### src/rtl/fetch_stage.sv
// Instruction fetch stage: single-outstanding imem requests, small instruction FIFO, branch redirect/flush.
// Optional macro FETCH_PERF_CNT_EN adds fetch_count/flush_count performance counters.
module fetch_stage #(
  parameter int                ADDR_W     = 32,
  parameter int                DATA_W     = 32,
  parameter int                FIFO_DEPTH = 2,
  parameter logic [ADDR_W-1:0] RESET_PC   = '0
) (
  input  logic              clk,
  input  logic              reset,
  output logic              imem_req,
  output logic [ADDR_W-1:0] imem_addr,
  input  logic              imem_ack,
  input  logic [DATA_W-1:0] imem_rdata,
  input  logic              pc_src,
  input  logic [ADDR_W-1:0] branch_target,
  output logic              inst_valid,
  input  logic              inst_ready,
  output logic [DATA_W-1:0] instr,
  output logic [ADDR_W-1:0] pc_out,
  output logic [3:0]        cond,
  output logic [1:0]        op,
  output logic [5:0]        funct,
  output logic [3:0]        rd
`ifdef FETCH_PERF_CNT_EN
  ,
  output logic [31:0]       fetch_count,
  output logic [15:0]       flush_count
`endif
);

  localparam int PTR_W = $clog2(FIFO_DEPTH);
  localparam int CNT_W = PTR_W + 1;
  localparam logic [CNT_W-1:0] DEPTH_C = CNT_W'(FIFO_DEPTH);

  typedef enum logic [1:0] {IDLE, BUSY, DROP} state_t;

  state_t             state_reg, state_next;
  logic [ADDR_W-1:0]  fetch_pc_reg, fetch_pc_next;
  logic [ADDR_W-1:0]  addr_reg, addr_next;
  logic [PTR_W-1:0]   wr_ptr_reg, rd_ptr_reg;
  logic [CNT_W-1:0]   count_reg, count_after;
  logic [ADDR_W-1:0]  fifo_pc   [FIFO_DEPTH];
  logic [DATA_W-1:0]  fifo_data [FIFO_DEPTH];
  logic               push, pop;

  // A redirect cancels both the returning word and any pop in the same cycle.
  assign push        = (state_reg == BUSY) && imem_ack && !pc_src;
  assign pop         = inst_valid && inst_ready && !pc_src;
  assign count_after = count_reg + CNT_W'(push) - CNT_W'(pop);

  always_comb begin
    state_next    = state_reg;
    fetch_pc_next = fetch_pc_reg;
    addr_next     = addr_reg;
    case (state_reg)
      IDLE: begin
        if (!pc_src && count_reg < DEPTH_C) begin
          state_next = BUSY;
          addr_next  = fetch_pc_reg;
        end
      end
      BUSY: begin
        if (pc_src) begin
          state_next = imem_ack ? IDLE : DROP;
        end else if (imem_ack) begin
          fetch_pc_next = fetch_pc_reg + ADDR_W'(4);
          if (count_after < DEPTH_C) begin
            state_next = BUSY;
            addr_next  = fetch_pc_reg + ADDR_W'(4);
          end else begin
            state_next = IDLE;
          end
        end
      end
      DROP: begin
        if (imem_ack) state_next = IDLE;
      end
      default: state_next = IDLE;
    endcase
    if (pc_src) fetch_pc_next = branch_target;
  end

  always_ff @(posedge clk or posedge reset) begin
    if (reset) begin
      state_reg    <= IDLE;
      fetch_pc_reg <= RESET_PC;
      addr_reg     <= RESET_PC;
      wr_ptr_reg   <= '0;
      rd_ptr_reg   <= '0;
      count_reg    <= '0;
    end else begin
      state_reg    <= state_next;
      fetch_pc_reg <= fetch_pc_next;
      addr_reg     <= addr_next;
      if (pc_src) begin
        wr_ptr_reg <= '0;
        rd_ptr_reg <= '0;
        count_reg  <= '0;
      end else begin
        if (push) wr_ptr_reg <= wr_ptr_reg + PTR_W'(1);
        if (pop)  rd_ptr_reg <= rd_ptr_reg + PTR_W'(1);
        count_reg <= count_after;
      end
    end
  end

  // Storage needs no reset: entries are only visible behind count_reg.
  always_ff @(posedge clk) begin
    if (push) begin
      fifo_pc[wr_ptr_reg]   <= fetch_pc_reg;
      fifo_data[wr_ptr_reg] <= imem_rdata;
    end
  end

  assign imem_req   = (state_reg != IDLE);
  assign imem_addr  = addr_reg;
  assign inst_valid = (count_reg != '0);
  assign instr      = inst_valid ? fifo_data[rd_ptr_reg] : '0;
  assign pc_out     = inst_valid ? fifo_pc[rd_ptr_reg] : '0;
  assign cond       = instr[31:28];
  assign op         = instr[27:26];
  assign funct      = instr[25:20];
  assign rd         = instr[15:12];

`ifdef FETCH_PERF_CNT_EN
  logic [31:0] fetch_count_reg;
  logic [15:0] flush_count_reg;

  always_ff @(posedge clk or posedge reset) begin
    if (reset) begin
      fetch_count_reg <= '0;
      flush_count_reg <= '0;
    end else begin
      if (pop && fetch_count_reg != '1)    fetch_count_reg <= fetch_count_reg + 32'd1;
      if (pc_src && flush_count_reg != '1) flush_count_reg <= flush_count_reg + 16'd1;
    end
  end

  assign fetch_count = fetch_count_reg;
  assign flush_count = flush_count_reg;
`endif

endmodule

### config.mk
export PLATFORM = sky130hd
export DESIGN_NAME = fetch_stage
export DESIGN_NICKNAME = d
export VERILOG_FILES = /design/src/rtl/fetch_stage.sv
export SDC_FILE = /design/constraint.sdc
export NUM_CORES = 1
export LEC_CHECK = 0
export BUFFER_PORTS_ARGS = -buffer_cell sky130_fd_sc_hd__buf_4
export CAP_MARGIN = 30
export CORE_MARGIN = 1
export CORE_UTILIZATION = 39
export CTS_CLUSTER_SIZE = 12
export DETAILED_ROUTE_END_ITERATION = 6
export PLACE_DENSITY = 0.59
export SYNTH_ARGS = -nofsm -noshare
export SYNTH_HDL_FRONTEND = slang
export SYNTH_SLANG_ARGS = --single-unit
### constraint.sdc
create_clock -name clk -period 11.7 [get_ports clk]
set_input_delay 1.755 -clock clk [delete_from_list [all_inputs] [get_ports clk]]
set_output_delay 1.755 -clock clk [all_outputs]
set_load 0.05 [all_outputs]
==> metrics, run 1 <==
status finished clean; CTS clk-pin slew, worst paths 0.07 ns; root buffer cell clkbuf_16; ANT nets after route 0; area leader, netlist edfxtp_1; met3 wire len 939 um; dominant cells by area after synthesis edfxtp_1 44%, dfrtp_1 20%, mux2i_1 7.5%, xor2_1 4.5%, nor2_1 3.6%; worst endpoint required time 12.01 ns; clk sinks 198; Worst path top cell family by delay buffers and inverters; Num CTS Buffers 17; proportion of synthesized area in mux cells 0.0819; ys flop type edfxtp_1; Post-Syn Area 0.00876 mm2; Die Ht 152 um; area delta synth->final 24.6%; H-tree depth 4; WL met2 8910 um; die area 0.0231 mm2; Placer Congestion 0.784; CTS tree yes; fin nets 925; Slew HR 0.405; MaxCap Viol Count 0; initial antenna violation count 0; DRT Pass-1 Iters 5; hpwl dp 12700 um; M1 WL 9010 um; Critical Path End Type register; final period utilization 0.365; ant diodes 0; Slew Limit Fails 0; die width 152 um; Post-Route Utilization 0.498; grt ovf 0; Total Routing Usage GR 0.167; Max Freq 234 MHz; critical-path maximum fanout 71; top flop regs fifo_data: 64 flops, fifo_pc: 64 flops; PwrDens 181 mW/mm2; WL/cell 16.6 um; Post-synth EDFFs 128; most common cell after layout, fill and taps aside buf_4; Tmin final 4.27 ns; Synth Net Count 774; most frequent cells in the layout 188 x buf_4, 128 x edfxtp_1, 80 x nor2_1; Mapped Cells 702; Post-CTS Setup Repair Bufs 0; first-pass GRT wire length 30100 um; I/O Buffers 182; Final setup viols 0; # rows 54; Post-Synth Simple-Gate Area 0.137; post-synthesis compound-gate area fraction 0.0377; XOR/XNOR share of the synthesized area 0.0620; DR top layer met4; area fraction of the dominant cell type after synthesis 0.439; Worst Setup Path Type in -> reg; vias 5647; largest family of logic cells by synthesized area simple AND/OR/NAND/NOR gates; layout cells sized above 1 0.283; RSZ-0062 raised after global routing false; Hold Buf Count CTS 0; DR vias/cell 4.93; pin count of the biggest net entering global routing 72; synth unique cells 40; CP max stage cell buf_4; CP max stage delay 0.48 ns; detailed-route wire length 19000 um; skew final 0.00879 ns; HP Class reg -> reg; register bit total from synthesis 198; initial drt markers 443; worst-skew pair later-pin latency 0.42 ns; core area 0.0219 mm2; number of global-route vias before repair 5438; crit path cell chain buf_4, or2_2, ha_1, inv_1, ha_1, xor2_1, o21ai_0, a2bb2oi_4, buf_4, mux2_2; post-synthesis async set-or-reset flop share 0.354; Final Hold Fails 0; post-route DRC violation count 0; Ports 183; CP arrival 4.58 ns; clk buf depth 2; initial core utilization 0.400; CP bufs+invs 3; Ys Warns 0; Post-Route Setup TNS 0 ns; sequential area share after synthesis 0.639; Least-Margin Pin Slew 0.892 ns; Mean Syn Cell Area 12.5 um2; Post-Synth Adder-Cell Area 0.00429; CP Launch Type input pin; # fillers 1984; static leakage 4.23 nW; Peak VDD IR 0.0876 mV; cts repair resizes 0
## final timing paths
kind | from | endpoint | slack, ns | cells after the start
max | pc_src | imem_addr[0] | 7.43 | 10
min | imem_addr[2] | imem_addr[2] | 0.49 | 2
max reg2reg | count_reg[1] | imem_addr[0] | 7.98 | 13
min reg2reg | imem_addr[2] | imem_addr[2] | 0.49 | 2
max in group asynchronous | reset | rd_ptr_reg | 9.44 | 3
min in group asynchronous | reset | imem_addr[2] | 1.61 | 3
## worst register-to-register path: cells and delay by family (launching register included)
kind | cells | cell delay [ns]
buffers and inverters | 4 | 1.22
and+or+nand+nor | 3 | 0.34
adders and majority gates | 2 | 0.45
xor gates and xnor gates | 1 | 0.29
muxes | 1 | 0.42
AOI/OAI and AO/OA | 2 | 0.43
DFF | 1 | 0.47
## synth_stat cells, types with 17 or more instances
cell	instances
xor2_1	45
buf_4	18
edfxtp_1	128
dfrtp_1	70
nand4_1	23
mux2i_1	66
clkbuf_1	17
nor2_1	83
nand3_1	21
nand2_1	78
xnor2_1	17
o21ai_0	41
o21ai_1	20
## routing by layer
metal | global-route usage | up-vias
li1 | - | 2758
met1 | 0.246 | 2712
met2 | 0.252 | 164
met3 | 0.0311 | 13
met4 | 0.0462 | 0
met5 | 0 | -
## cells by family after synthesis
kind of cell	after synthesis
AND/OR/NAND/NOR	241
flip-flops	198
multiplexers	71
AO/OA/AOI/OAI	64
buffers and inverters	63
XOR/XNOR	62
adder cells (fa/ha/maj)	3
## area by class of cell
| cell class | count | area, um2 | area share |
|---|---|---|---|
| flip-flops and latches | 198 | 5600 | 0.513 |
| clock buffers | 19 | 433 | 0.0397 |
| well taps | 280 | 350 | 0.0321 |
| repair buffers | 188 | 1410 | 0.129 |
| clock inverters | 13 | 225 | 0.0206 |
| inverters | 7 | 26.3 | 0.00241 |
| multi-input cells | 441 | 2870 | 0.263 |
## report_power, final
part / leakage (nW) / internal [mW] / switching, mW / total (mW)
Combinational: 1.88 / 0.143 / 0.328 / 0.471
Clock: 0.319 / 0.401 / 0.246 / 0.647
Sequential: 2.03 / 0.802 / 0.0557 / 0.858
Total: 4.23 / 1.35 / 0.630 / 1.98
## through the flow
stage / instances / total power, mW / setup slack [ns] / hold slack [ns] / area, um2
finish: 1146 / 1.98 / 7.43 / 0.494 / 10900
CTS: 1146 / 2.00 / 7.36 / 0.498 / 10900
global route: 1146 / 2.05 / 7.15 / 0.522 / 10900
floorplan: 702 / 1.20 / 6.30 / 0.437 / 8760
global placement: 1114 / 1.34 / 7.05 / 0.473 / 10300
detailed placement: 1114 / 1.35 / 6.98 / 0.476 / 10300
No activity file was read; power rests on OpenSTA's default activity.
==> run 2, diff against run 1 <==
clock period = 4.41 ns   (was 11.7 ns; I/O delays follow)
==> metrics, run 2 (synthesis results as in run 1) <==
status finished clean; Num CTS Buffers 17 (unchanged); CP arrival 3.54 ns (-1.04 ns); Slew Limit Fails 0 (unchanged); number of global-route vias before repair 5528 (+1.7%); I/O Buffers 182 (unchanged); Hold Buf Count CTS 0 (unchanged); pin count of the biggest net entering global routing 65 (-9.7%); minimum hold slack 0.254 ns (-0.240 ns); skew final 0.00922 ns (+0.000431 ns); hpwl dp 13200 um (+4.1%); Post-CTS Setup Repair Bufs 0 (unchanged); Ports 183 (unchanged); RSZ-0062 raised after global routing false; Slew HR 0.407 (+0.00157); worst endpoint required time 4.71 ns (-7.30 ns); clk buf depth 2 (unchanged); Peak VDD IR 0.240 mV (+170%); DRT Pass-1 Iters 5 (unchanged); detailed-route wire length 19000 um (+0.13%); most common cell after layout, fill and taps aside buf_4; DR vias/cell 4.93 (about the same); FF-to-FF path depth 10 (-3); Final setup viols 0 (unchanged); MaxCap Viol Count 0 (unchanged); first-pass GRT wire length 30500 um (+1.5%); cts repair resizes 0 (unchanged); CP max stage delay 0.51 ns (+0.03 ns); Max Freq 309 MHz; Worst Setup Path Type reg -> reg; top flop regs fifo_data: 64 flops, fifo_pc: 64 flops; HP Class in -> async; PwrDens 458 mW/mm2 (+150%); Total Routing Usage GR 0.170 (+0.00310); CP max stage cell a2bb2oi_4; Least-Margin Pin Slew 0.890 ns (-0.00235 ns); Die Ht 152 um (unchanged); most frequent cells in the layout 192 x buf_4, 128 x edfxtp_1, 80 x nor2_1; die area 0.0231 mm2 (unchanged); static leakage 4.18 nW (-1.0%); critical-path maximum fanout 28 (-61%); clk sinks 198 (unchanged); ant diodes 0 (unchanged); crit path cell chain nand3b_4, or2_2, ha_1, inv_1, ha_1, xor2_1, o21ai_0, a2bb2oi_4, buf_4, o21ai_0; # rows 54 (unchanged); H-tree depth 4 (unchanged); root buffer cell clkbuf_16; Power, Total 4.96 mW (+150%); ANT nets after route 0 (unchanged); Tmin final 3.24 ns; CTS tree yes; die width 152 um (unchanged); grt ovf 0 (unchanged); CTS clk-pin slew, worst paths 0.07 ns (about the same); WL/cell 16.6 um (-0.22%); vias 5671 (+0.43%); core area 0.0219 mm2 (unchanged); Placer Congestion 0.802 (+2.3%); Post-Route Setup TNS 0 ns (unchanged); worst-skew pair later-pin latency 0.42 ns (about the same); CP Launch Type register; initial drt markers 413 (-6.8%); post-route DRC violation count 0 (unchanged); fin nets 929 (+0.43%); final period utilization 0.735; Critical Path End Type register; area delta synth->final 23.6%; layout cells sized above 1 0.286 (+0.00330); Final Hold Fails 0 (unchanged); initial antenna violation count 0 (unchanged); initial core utilization 0.400 (unchanged)
[run 2: layout make-up]
class,instances,area [um2]
clock buffers,18,429
clock inverters,14,111
fillers,2037,11100
inverters,7,26.3
multi-input cells,441,2870
flip-flops and latches,198,5600
well taps,280,350
repair buffers,192,1440
[run 2: critical path, delay by kind of cell (launching register included)]
family,cells,cell delay (ns)
flops,1,0.45
simple gates,2,0.65
fa+ha+maj,2,0.44
buf+inv,2,0.42
compound gates,3,0.86
xor+xnor,1,0.28
[run 2: through the flow]
stage	utilization	instances	setup slack, ns	instance area, um2
after detailed placement	0.470	1118	0.883	10300
after global placement	0.470	1118	0.999	10300
final	0.494	1150	1.17	10800
after CTS	0.494	1150	1.15	10800
after floorplan	-	702	0.105	8760
after global routing	0.494	1150	0.856	10800
[run 2: routing by layer]
metal,vias to the layer above,global-route usage,share of wire
met5,-,0,0
met4,0,0.0500,0.012
met3,15,0.0311,0.045
met2,161,0.259,0.46
met1,2727,0.248,0.48
li1,2768,-,-
[run 2: final timing paths]
check,start,to,slack (ns)
min reg2reg,imem_addr[8],imem_addr[8],0.49
max in group asynchronous,reset,fetch_pc_reg[29],3.16
max reg2reg,state_reg[1],imem_addr[23],1.17
min in group clk,imem_rdata[11],fifo_data[0][11],0.42
min,reset,imem_addr[2],0.25
max,state_reg[1],imem_addr[23],1.17
[run 2: where the power goes]
part           internal (mW)  leakage [nW]  switching (mW)  total [mW]
Combinational          0.386          1.90           0.863        1.25
Sequential              2.13          2.03           0.154        2.28
Clock                  0.771         0.257           0.656        1.43
Total                   3.28          4.18            1.67        4.96
==> run 3, diff against run 2 <==
clock period = 3.3 ns   (was 4.41 ns; I/O delays follow)
==> metrics, run 3 (synthesis results as in run 1) <==
status finished clean; Worst path top cell family by delay compound AO/OA/AOI/OAI gates; CP bufs+invs 2 (unchanged); number of global-route vias before repair 5458 (-1.3%); pin count of the biggest net entering global routing 70 (+7.7%); skew final 0.0102 ns (+0.000938 ns); Slew Limit Fails 0 (unchanged); # rows 54 (unchanged); Least-Margin Pin Slew 0.878 ns (-0.0115 ns); CP Launch Type register; initial antenna violation count 0 (unchanged); Power, Total 6.82 mW (+37%); worst endpoint required time 3.61 ns (-1.10 ns); detailed-route wire length 19000 um (-0.13%); Peak VDD IR 0.293 mV (+22%); root buffer cell clkbuf_16; # fillers 2001 (-1.8%); die area 0.0231 mm2 (unchanged); PwrDens 623 mW/mm2 (+36%); Final Hold Fails 0 (unchanged); post-route DRC violation count 0 (unchanged); grt ovf 0 (unchanged); most common cell after layout, fill and taps aside buf_4; Slew HR 0.411 (+0.00445); core area 0.0219 mm2 (unchanged); Total Routing Usage GR 0.168 (-0.00186); first-pass GRT wire length 30100 um (-1.3%); cts repair resizes 0 (unchanged); Sequential Area 0.00560 mm2 (unchanged); H-tree depth 4 (unchanged); Tmin final 2.85 ns (-0.391 ns); static leakage 4.23 nW (+1.1%); HP Class in -> async; initial core utilization 0.400 (unchanged); worst-skew pair later-pin latency 0.42 ns (about the same); MaxCap Viol Count 0 (unchanged); minimum hold slack 0.0424 ns (-0.212 ns); CP arrival 3.15 ns (-0.39 ns); CP max stage delay 0.43 ns (-0.08 ns); Post-CTS Setup Repair Bufs 0 (unchanged); area occupied by multi-input gates 0.00287 mm2 (unchanged); Num CTS Buffers 17 (unchanged); Final setup viols 0 (unchanged); Post-Route Setup TNS 0 ns (unchanged); Ports 183 (unchanged); clk buf depth 2 (unchanged); Worst Setup Path Type reg -> reg; ANT nets after route 0 (unchanged); CTS clk-pin slew, worst paths 0.07 ns (about the same); DR vias/cell 4.93 (about the same); RSZ-0062 raised after global routing false; hpwl dp 13000 um (-1.5%); final period utilization 0.863 (+0.129); WL/cell 16.5 um (-0.21%); CP max stage cell dfrtp_1; initial drt markers 323 (-22%); top flop regs fifo_data: 64 flops, fifo_pc: 64 flops; Max Freq 351 MHz (+14%); CTS tree yes; layout cells sized above 1 0.289 (+0.00312); vias 5671 (unchanged); crit path cell chain nand3b_4, or2_2, ha_1, inv_1, ha_1, xor2_1, o21ai_0, a2bb2oi_4, buf_12, o21ai_0; Hold Buf Count CTS 0 (unchanged); I/O Buffers 182 (unchanged); critical-path maximum fanout 50 (+79%); clk sinks 198 (unchanged); die width 152 um (unchanged); ant diodes 0 (unchanged); Die Ht 152 um (unchanged); Critical Path End Type register; DRT Pass-1 Iters 5 (unchanged); fin nets 930 (+0.11%); area delta synth->final 24.9%; most frequent cells in the layout 189 x buf_4, 128 x edfxtp_1, 80 x nor2_1; Placer Congestion 0.811 (+1.1%)
run 3: changes by cell type in the layout (fill, tap and decap cells not counted), sizes merged:
cell / before / now
buf: 192 / 193
bufinv: 1 / 2
clkinv: 8 / 5
clkinvlp: 4 / 2
inv: 8 / 12
run 3: metrics by stage:
step                cell area, um2  cells  setup WS (ns)  utilization
CTS                          10900   1151          0.431        0.500
global route                 10900   1151          0.190        0.500
floorplan                     8760    702         -0.838            -
detailed placement           10300   1119          0.311        0.472
finish                       10900   1151          0.451        0.500
global placement             10300   1119          0.407        0.472
run 3: metal layers:
metal  part of all wire  global-route usage
met5                  0                   0
met2               0.47               0.261
met3              0.045              0.0308
met1               0.47               0.242
met4              0.013              0.0490
run 3: worst paths after layout:
path,from,slack (ns),end,cells after the start
max reg2reg,state_reg[1],0.45,imem_addr[27],10
min,reset,0.04,imem_addr[5],2
max in group asynchronous,reset,2.45,fetch_pc_reg[25],3
max,state_reg[1],0.45,imem_addr[27],10
min in group clk,imem_rdata[9],0.25,fifo_data[1][9],1
min reg2reg,imem_addr[6],0.49,imem_addr[6],2
run 3: layout make-up:
type | count | area share
Timing Repair Buffer | 193 | 0.137
Inverter | 7 | 0.00240
Tap cell | 280 | 0.0320
Clock buffer | 18 | 0.0392
Sequential cell | 198 | 0.512
Clock inverter | 14 | 0.0153
Multi-Input combinational cell | 441 | 0.262
run 3: where the power goes:
part	total (mW)	switching [mW]	internal [mW]
combinational	1.70	1.18	0.525
sequential	3.02	0.181	2.84
clock	2.09	0.950	1.14
run 3: worst register-to-register path, delay by kind of cell (launching register included):
| family | cells | cell delay, ns |
|---|---|---|
| AO/OA/AOI/OAI | 3 | 0.75 |
| XOR/XNOR | 1 | 0.27 |
| flip-flops | 1 | 0.43 |
| adder cells (fa/ha/maj) | 2 | 0.47 |
| buffers and inverters | 2 | 0.30 |
| AND/OR/NAND/NOR | 2 | 0.52 |
